`src/rtl/imem_fetch_ctrl.sv`:
```
// Instruction-memory port owner: arbitrates loader writes against IF fetches and
// keeps the fetch PC plus a 2-entry prefetch buffer feeding IF/ID.
module imem_fetch_ctrl #(
  parameter int          ADDR_W    = 6,
  parameter logic [31:0] RESET_PC  = 32'h0000_0000,
  parameter logic [31:0] NOP_INSTR = 32'h0000_0013
) (
  input  logic              clk,
  input  logic              rst,
  output logic [ADDR_W-1:0] mem_addr,
  input  logic [31:0]       mem_rdata,
  output logic              mem_we,
  output logic [31:0]       mem_wdata,
  input  logic              ld_valid,
  output logic              ld_ready,
  input  logic [ADDR_W-1:0] ld_addr,
  input  logic [31:0]       ld_data,
  input  logic              ld_last,
  output logic              if_valid,
  input  logic              if_ready,
  output logic [31:0]       if_instr,
  output logic [31:0]       if_pc,
  output logic              if_fault,
  input  logic              redirect_valid,
  input  logic [31:0]       redirect_pc,
  output logic              state_run
);

  localparam logic ST_LOAD = 1'b0;
  localparam logic ST_RUN  = 1'b1;

  logic        state_reg;
  logic [31:0] fpc_reg;
  logic [1:0]  count_reg;
  logic [31:0] pc0_reg, pc1_reg;
  logic [31:0] instr0_reg, instr1_reg;
  logic        fault0_reg, fault1_reg;

  logic        out_of_range;
  logic        fetch;
  logic        pop;
  logic [31:0] new_instr;

  // The loader always wins the port; a write is accepted the cycle it is offered.
  assign ld_ready  = ld_valid & ~rst;
  assign mem_we    = ld_ready;
  assign mem_wdata = ld_data;

  assign out_of_range = (fpc_reg[31:ADDR_W+2] != '0) || (fpc_reg[1:0] != 2'b00);
  assign fetch        = (state_reg == ST_RUN) && !ld_valid && !redirect_valid &&
                        (count_reg != 2'd2);
  assign mem_addr     = ld_ready ? ld_addr : fpc_reg[ADDR_W+1:2];
  assign new_instr    = out_of_range ? NOP_INSTR : mem_rdata;

  assign if_valid  = (count_reg != 2'd0);
  assign if_instr  = instr0_reg;
  assign if_pc     = pc0_reg;
  assign if_fault  = fault0_reg;
  assign pop       = if_valid & if_ready;
  assign state_run = (state_reg == ST_RUN);

  always_ff @(posedge clk) begin
    if (rst) begin
      state_reg  <= ST_LOAD;
      fpc_reg    <= RESET_PC;
      count_reg  <= 2'd0;
      pc0_reg    <= '0;
      pc1_reg    <= '0;
      instr0_reg <= '0;
      instr1_reg <= '0;
      fault0_reg <= 1'b0;
      fault1_reg <= 1'b0;
    end else if (state_reg == ST_LOAD) begin
      if (redirect_valid) fpc_reg <= redirect_pc;
      if (ld_valid && ld_last) state_reg <= ST_RUN;
    end else if (ld_valid) begin
      // A write may change any buffered word: flush and resume at the oldest
      // instruction not yet handed to IF/ID.
      count_reg <= 2'd0;
      if (redirect_valid)                 fpc_reg <= redirect_pc;
      else if (pop && count_reg == 2'd2)  fpc_reg <= pc1_reg;
      else if (!pop && count_reg != 2'd0) fpc_reg <= pc0_reg;
    end else if (redirect_valid) begin
      count_reg <= 2'd0;
      fpc_reg   <= redirect_pc;
    end else begin
      if (fetch) fpc_reg <= fpc_reg + 32'd4;
      if (pop && count_reg == 2'd2) begin
        // Full buffer never fetches, so a pop here is a plain shift.
        pc0_reg    <= pc1_reg;
        instr0_reg <= instr1_reg;
        fault0_reg <= fault1_reg;
        count_reg  <= 2'd1;
      end else if (fetch && (count_reg == 2'd0 || pop)) begin
        pc0_reg    <= fpc_reg;
        instr0_reg <= new_instr;
        fault0_reg <= out_of_range;
        count_reg  <= 2'd1;
      end else if (fetch) begin
        pc1_reg    <= fpc_reg;
        instr1_reg <= new_instr;
        fault1_reg <= out_of_range;
        count_reg  <= 2'd2;
      end else if (pop) begin
        count_reg  <= count_reg - 2'd1;
      end
    end
  end

endmodule

```
`config.mk`:
```
export PLATFORM = sky130hd
export DESIGN_NAME = imem_fetch_ctrl
export DESIGN_NICKNAME = d
export VERILOG_FILES = /design/src/rtl/imem_fetch_ctrl.sv
export SDC_FILE = /design/constraint.sdc
export NUM_CORES = 1
export LEC_CHECK = 0
export ABC_AREA = 1
export BUFFER_PORTS_ARGS = -buffer_cell sky130_fd_sc_hd__clkbuf_2
export CAP_MARGIN = 20
export CORE_UTILIZATION = 32
export DETAILED_ROUTE_END_ITERATION = 8
export HOLD_SLACK_MARGIN = 0.05
export PLACE_DENSITY_LB_ADDON = 0.25
export SYNTH_ARGS = -nofsm -noshare
export SYNTH_HDL_FRONTEND = slang
export SYNTH_SLANG_ARGS = --single-unit
```
`constraint.sdc`:
```
create_clock -name clk -period 1.9 [get_ports clk]
set_input_delay 0.38 -clock clk [delete_from_list [all_inputs] [get_ports clk]]
set_output_delay 0.38 -clock clk [all_outputs]
set_load 0.02 [all_outputs]
```
**Word level (Yosys, flattened, before mapping)**

Index checks and enable logic that the tools add are counted.
Widths: inputs -> output; s select.

- Input bits: 108
- Output and inout port bits: 107
- Register bits after elaboration: 165

- $add $sub $neg: 2
- Bitwise operators: 7
- Mux-type cells: 24
- Reduce and logical (&&, ||, !) cells: 24
- Eq/ne operators: 3

Operators with widths:

| cell | number |
|---|---|
| $mux 32 | 13 |
| $add 32x3->32 const B | 1 |
| $reduce_bool 24->1 | 1 |
| $mux 2 | 6 |
| $reduce_bool 2->1 | 4 |
| $logic_and 1x1->1 | 7 |
| $mux 6 | 1 |
| $reduce_and 6->1 | 1 |
| $reduce_bool 6->1 | 1 |
| $not 1->1 | 5 |
| $mux 1 | 4 |
| $ne 4x1->1 const B | 1 |
| $reduce_and 4->1 | 1 |
| $logic_not 1->1 | 3 |
| $reduce_and 3->1 | 1 |
| $reduce_bool 3->1 | 1 |
| $and 1x1->1 | 2 |
| $eq 2x2->1 const B | 1 |
| $logic_not 2->1 | 1 |
| $logic_or 1x1->1 | 2 |
| $ne 2x2->1 const B | 1 |
| $reduce_and 2->1 | 1 |
| $sub 2x1->2 const B | 1 |

**Logic depth before layout (Yosys ltp)**

Gate-level depths: netlist (run 1).

- Depth after elaboration: 9
- Mapped depth: 13
- Mapped depth without buffers: 12

**Worst setup path after synthesis (run 1)**

Ideal clock, no wire load.

- Path type: register to register
- From: register count_reg[0]
- To: register instr0_reg[13] (netlist: if_instr[13])
- Stages on the path, launching flop included: 14
- Clock period less this slack: 1.760 ns
- Arrival: 1.640 ns
- Slack: 0.140 ns
- Cells stage by stage: dfxtp_1 inv_1 ha_1 inv_2 nand2_1 nor2_2 buf_6 inv_4 nand2_1 nand2_2 buf_6 buf_6 a21oi_1 a21oi_1

- Cells in the longest elaborated chain, start to end: 6

Ends and longest elaborated chain:

| element | line | source |
|---|---|---|
| start: declaration | 34 | `logic [1:0] count_reg;` |
| start signal: assignment | 105 | `count_reg <= count_reg - 2'd1;` |
| $reduce_bool 2->1 * | 55 | `assign if_valid = (count_reg != 2'd0);` |
| net if_valid | 19 | `output logic if_valid,` |
| $and 1x1->1 * | 59 | `assign pop = if_valid & if_ready;` |
| $logic_or 1x1->1 | 94 | `end else if (fetch && (count_reg == 2'd0 \|\| pop)) begin` |
| $logic_and 1x1->1 | 94 |  |
| $reduce_bool 2->1 (no source line) | - |  |
| $reduce_and 4->1 (no source line) | - |  |
| end signal: assignment | 91 | `instr0_reg <= instr1_reg;` |
| end signal: assignment | 96 | `instr0_reg <= new_instr;` |
| end: declaration | 36 | `logic [31:0] instr0_reg, instr1_reg;` |

The timed path passes the listed nets; every way through them passes the cells marked *.
A chain may end at the register's enable or synchronous reset.

**Worst setup path after layout (run 1)**

- From: register count_reg[1]
- To: register fpc_reg[3]

- Cells in the longest elaborated chain, start to end: 7

Ends and longest elaborated chain:

| element | line | source |
|---|---|---|
| $reduce_bool 2->1 | 55, 82 |  |
| $and 1x1->1 | 59 |  |
| $logic_and 1x1->1 | 81 | `else if (pop && count_reg == 2'd2) fpc_reg <= pc1_reg;` |
| $mux 32 | 81 |  |
| $mux 32 | 80 | `if (redirect_valid) fpc_reg <= redirect_pc;` |
| $mux 32 | 76 | `end else if (ld_valid) begin` |
| $mux 32 | 73 | `end else if (state_reg == ST_LOAD) begin` |
| end signal: assignment | 74 | `if (redirect_valid) fpc_reg <= redirect_pc;` |
| end signal: assignment | 80 |  |
| end signal: assignment | 81 |  |
| end: declaration | 33 | `logic [31:0] fpc_reg;` |

Parallel ways exist; a longest one is shown, timed or not.

==> results of run 1 <==
==> stage by stage <==
| stage | area, sq um | std cells | hold slack, ns | utilization [%] | setup TNS [ns] |
|---|---|---|---|---|---|
| finish | 10670 | 1743 | 0.1566 | 40.72 | 0 |
| global route | 10670 | 1743 | 0.1631 | 40.72 | -0.9742 |
| CTS | 10210 | 1719 | 0.1367 | 38.95 | -0.0006672 |
| detailed placement | 9559 | 1686 | 0.4599 | 36.48 | -0.01002 |
| global placement | 9559 | 1686 | 0.4564 | 36.48 | 0 |
| floorplan | 8584 | 1277 | 0.4392 | - | 0 |
==> layer usage <==
layer	GRT usage, %	wire length, um	up-vias
met3	4.600	1815	25
met2	32.42	13930	266
met4	5.892	368	0
li1	-	-	4478
met1	26.07	13630	4151
met5	0	0	-
==> power breakdown <==
| part | switching (mW) | internal (mW) |
|---|---|---|
| Clock | 1.79 | 1.79 |
| Combinational | 0.516 | 0.300 |
| Sequential | 0.0845 | 3.52 |
==> cells by family after synthesis <==
kind of cell | after synthesis
adders and majority gates | 3
AOI/OAI and AO/OA | 494
DFF | 165
buffers and inverters | 227
xor gates and xnor gates | 5
and+or+nand+nor | 383
==> worst max-delay path, delay by kind of cell, from the launching register on <==
| family | cells | cell delay, ns |
|---|---|---|
| buffers and inverters | 6 | 0.64 |
| flip-flops | 1 | 0.35 |
| AO/OA/AOI/OAI | 2 | 0.15 |
| AND/OR/NAND/NOR | 5 | 0.46 |
| adder cells (fa/ha/maj) | 1 | 0.18 |
==> cells in the mapped netlist (6+ instances only) <==
cell type	n
nor2_1	60
inv_1	100
dfxtp_1	165
nand2_1	254
nand3_1	49
buf_2	33
o211ai_1	7
a21oi_1	230
nand4_1	6
buf_4	37
clkbuf_1	33
buf_6	7
inv_2	9
o21ai_0	240
==> final timing paths <==
kind	slack (ns)	from	to
min	0.16	mem_rdata[0]	instr1_reg[0]
max reg2reg	0.05	count_reg[1]	fpc_reg[3]
min reg2reg	0.47	if_pc[14]	if_pc[14]
max	0.05	count_reg[1]	fpc_reg[3]
==> repair_timing <==
action                                  in CTS  in global routing
pin swaps                                    0                 17
endpoints found under the setup margin       2                104
setup buffers                                0                 11
gates resized for setup                      2                 39
endpoints found under the hold margin        0                  0
gates cloned                                 1                 13
==> final cells by class <==
class                   count  area (sq um)
clock inverters            15         182.7
flip-flops and latches    165          3309
multi-input cells         885          4238
inverters                 111         422.9
fillers                  2728         15540
clock buffers              17         425.4
repair buffers            215          1673
well taps                 335         419.2
==> flow_metrics.tcl, run 1 <==
set metrics [dict create \
    status "complete, but fails checks" \
    violations "DRC" \
    synth_top_area_share_pct 38.48 \
    p_leak_nw 4.344 \
    post-route-period-util_pct 97.50 \
    die_w_um 165.8 \
    setup_violations 0 \
    ys_top_cells_by_area "dfxtp_1 38%, o21ai_0 14%, a21oi_1 13%" \
    critical_path_class "reg -> reg" \
    ys_seq_elements 165 \
    final_cell_mix "249 x nand2_1, 230 x a21oi_1, 226 x o21ai_0" \
    ctsHoldBuffers 0 \
    grt_pass1_vias 8157 \
    numCtsBuffers 17 \
    synth_top_area_cell "dfxtp_1" \
    wire_per_inst_um 17.06 \
    grt_start_max_net_pins 84 \
    relSlewSlack_pct 57.90 \
    required_ns 2.28 \
    die_h_um 165.8 \
    dr.pass1.iters 9 \
    antennaDiodeCount 0 \
    ys_warn_count 0 \
    synth_mux_area_share_pct 0 \
    layout_setup_ws_ns 0.04759 \
    critPathMaxStageDelay_ns 0.35 \
    ys_types 34 \
    fin_nets 1506 \
    start_util_pct 32.76 \
    synth_compound_area_share_pct 29.33 \
    cap_violations 0 \
    max_freq_mhz 539.8 \
    synth_nets 1388 \
    power.total_mw 8.000 \
    cts_tree "done" \
    final_common_cell "nand2_1" \
    drt-initial-drc-count 640 \
    place_worst_setup_slack_ns -0.01002 \
    synth_adder_area_share_pct 0.4373 \
    drive_above_1_share_pct 20.24 \
    cts_num_sinks 165 \
    rsz0062_at_grt "true" \
    holdPathStages 3 \
    power.density_nw_per_um2 749.7 \
    fin_worst_skew_ns 0.01720 \
    r2r_cells 14 \
    worstPathCellList "inv_2 -> ha_2 -> inv_2 -> nand2_4 -> nor2_4 -> buf_12 -> buf_12 -> clkbuf_16 -> nand2_2 -> o21ai_1 -> nand2_1 -> nand4_1 -> o211ai_1 -> inv_1" \
    rows 59 \
    syn_area_sq_um 8584 \
    grt_pass1_wl_um 43750 \
    vias 8920 \
    timing.final.crit_period_ns 1.852 \
    slowest_stage "dfxtp_2" \
    boundaryPins 215 \
    synthCells 1277 \
    grt_overflow 0 \
    worst_pin_slew_ns 0.6308 \
    synthArstFlopShare_pct 0 \
    hold_path_class "in -> reg" \
    drv_slew 0 \
    gp_congestion 0.9338 \
    grt_antenna_before_repair 0 \
    area_growth_pct 24.30 \
    yosys.area_share.xor_xnor_pct 0.5101 \
    start_kind "flop" \
    ir_drop_mv 0.4485 \
    drc 13 \
    avgSynthCellArea_sq_um 6.722 \
    synth_top_family_by_area "compound AO/OA/AOI/OAI gates" \
    clock_path_buffers 2 \
    ant_nets 0 \
    coreArea_sq_um 26210 \
    end_kind "flop" \
    clk_transition_reported_paths_ns 0.08 \
    worstSkewPairLatency_ns 0.45 \
    track_usage_pct 19.87 \
    htree_levels 4 \
    synth-main-ff-cell "dfxtp_1" \
    hold_viol_final 0 \
    die_area_sq_um 27490 \
    critPathArrivalTime_ns 2.24 \
    io_buffers 150 \
    vias_per_cell 5.118 \
    synth-seq-area-share_pct 38.48 \
    yosys.area_share.simple_pct 18.50 \
    path_max_fanout 8 \
    place_hpwl_um 19160 \
    synth_edf_count 0 \
    totalWireLength_um 29740 \
    cts_root_buf "clkbuf_16" \
]
Power figures use the tool's default switching activity.
==> run 2: changes to the inputs <==
--- a/config.mk
+++ b/config.mk
@@ -8,7 +8,7 @@
 export ABC_AREA = 1
 export BUFFER_PORTS_ARGS = -buffer_cell sky130_fd_sc_hd__clkbuf_2
 export CAP_MARGIN = 20
-export CORE_UTILIZATION = 32
+export CORE_UTILIZATION = 49
 export DETAILED_ROUTE_END_ITERATION = 8
 export HOLD_SLACK_MARGIN = 0.05
 export PLACE_DENSITY_LB_ADDON = 0.25
==> run 2 against run 1 <==
Net effect:
- the flow now finishes without violations
- critical path depth decreased by 2
- via count increased by 0.38%
- non-clock buffer count increased by 13
- worst setup slack got worse by 0.011 ns
- global-route usage increased by 8.3 points
- combinational power increased by 2.6%
- clock power about the same
- count of clock-buffer cells in the layout increased by 1
- final cell count decreased by 5.5%
- first-iteration DRC count increased by 13%
- core utilization increased by 20 points
- sequential share of layout area increased by 0.70 points
- critical endpoint is now fpc_reg[6]
- highest routed layer unchanged
==> flow_metrics.tcl, run 2 (same netlist as run 1, synthesis figures left out) <==
set metrics [dict create \
    status "finished, final reports clean" \
    io_buffers 150 \
    worst_pin_slew_ns 0.3496 \
    required_ns 2.26 \
    p_comb_share_pct 10.4 \
    p_leak_nw 4.336 \
    ant_nets 0 \
    numCtsBuffers 17 \
    dr.pass1.iters 9 \
    coreArea_sq_um 17180 \
    die_h_um 134.4 \
    start_kind "flop" \
    clk_transition_reported_paths_ns 0.07 \
    drive_above_1_share_pct 20.68 \
    final_area_sq_um 10440 \
    end_kind "flop" \
    boundaryPins 215 \
    place_worst_setup_slack_ns -0.02709 \
    setup_violations 0 \
    layoutNonFillerInstCount 1647 \
    dp_cells 1595 \
    vias 8954 \
    start_util_pct 49.98 \
    drv_slew 0 \
    timing.final.crit_period_ns 1.863 \
    die_area_sq_um 18050 \
    gp_congestion 0.9464 \
    cts_tree "done" \
    clockPowerShare_pct 44.7 \
    area_growth_pct 21.57 \
    die_w_um 134.4 \
    final_cell_mix "253 x nand2_1, 231 x o21ai_0, 229 x a21oi_1" \
    p_sw_mw 2.168 \
    track_usage_pct 28.13 \
    wire_per_inst_um 15.86 \
    max_freq_mhz 536.7 \
    p_int_mw 5.845 \
    ir_drop_mv 0.5430 \
    post-route-period-util_pct 98.07 \
    place_hpwl_um 17820 \
    power.total_mw 8.013 \
    totalWireLength_um 26120 \
    grt_pass1_wl_um 40310 \
    clock_path_buffers 2 \
    antennaDiodeCount 0 \
    drc 0 \
    fin_worst_skew_ns 0.01037 \
    cts_root_buf "clkbuf_16" \
    vias_per_cell 5.437 \
    p_seq_share_pct 44.8 \
    critPathArrivalTime_ns 2.23 \
    htree_levels 4 \
    critical_path_class "reg -> reg" \
    final_common_cell "nand2_1" \
    place_area_sq_um 9495 \
    grt_antenna_before_repair 0 \
    holdWs_ns 0.1664 \
    hold_path_class "in -> reg" \
    fin_nets 1520 \
    grt_pass1_vias 7919 \
    cts_num_sinks 165 \
    relSlewSlack_pct 76.45 \
    power.density_nw_per_um2 767.8 \
    hold_viol_final 0 \
    fin_setup_tns_ns 0 \
    path_max_fanout 8 \
    rows 48 \
    layout_setup_ws_ns 0.03676 \
    grt_overflow 0 \
    cap_violations 0 \
    worstSkewPairLatency_ns 0.43 \
    swShare_pct 27.06 \
    drt-initial-drc-count 722 \
    grt_start_max_net_pins 86 \
    final_util_pct 60.76 \
]
run 2: cell count changes in the layout (fill, tap and decap cells not counted), moves of 2 or more:
cell	delta
buf_12	-4
buf_16	-2
buf_4	+24
bufinv_16	+2
clkbuf_16	-5
clkinv_8	-6
nand2_1	+4
nand2_2	-3
o21ai_0	+5
o21ai_1	-4
run 2: power groups by stage:
stage / sequential, mW / clock [mW] / combinational (mW)
after floorplan: 3.67 / 0 / 0.564
after global placement: 3.67 / 0 / 0.805
after detailed placement: 3.67 / 0 / 0.810
after CTS: 3.59 / 3.63 / 0.814
after global routing: 3.60 / 3.76 / 0.922
final: 3.59 / 3.58 / 0.836
run 2: worst paths after layout:
| path | start | end | slack (ns) | cells after the start |
|---|---|---|---|---|
| worst min-delay path | mem_rdata[4] | instr1_reg[4] | 0.17 | 3 |
| worst max register to register | count_reg[1] | fpc_reg[6] | 0.04 | 12 |
| worst min register to register | count_reg[0] | count_reg[0] | 0.47 | 2 |
| worst max-delay path | count_reg[1] | fpc_reg[6] | 0.04 | 12 |
run 2: repair_timing:
| action | in CTS | in global routing |
|---|---|---|
| endpoints found under the setup margin | 11 | 82 |
| gates resized for setup | 1 | 33 |
| setup buffers | 0 | 13 |
| pin swaps | 0 | 7 |
| hold buffers | 0 | 0 |
| gates cloned | 0 | 7 |
run 2: worst max-delay path: stages (launching register included):
cell      delay [ns]
dfxtp_2         0.34
inv_1           0.04
ha_2            0.18
inv_2           0.09
nand2_4         0.06
nor2_4          0.16
buf_12          0.14
buf_12          0.14
buf_6           0.11
nand2_1         0.05
o211ai_1        0.13
o221ai_1        0.18
a21oi_1         0.15
run 2: per-layer routing:
layer  track usage, %  vias to the layer above  share of wire (%)
li1                 -                     4501                  -
met1            37.84                     4083                 44
met2            44.53                      331                 46
met3            6.047                       39                7.7
met4            9.551                        0                2.1
met5                0                        -                  0
run 2: area by class of cell:
cell class                      instances  area, sq um
Fill cell                            1667         6740
Multi-Input combinational cell        886         4232
Sequential cell                       165         3309
Timing Repair Buffer                  228         1589
Clock buffer                           18        439.2
Inverter                              111        421.7
Tap cell                              225        281.5
Clock inverter                         14        163.9
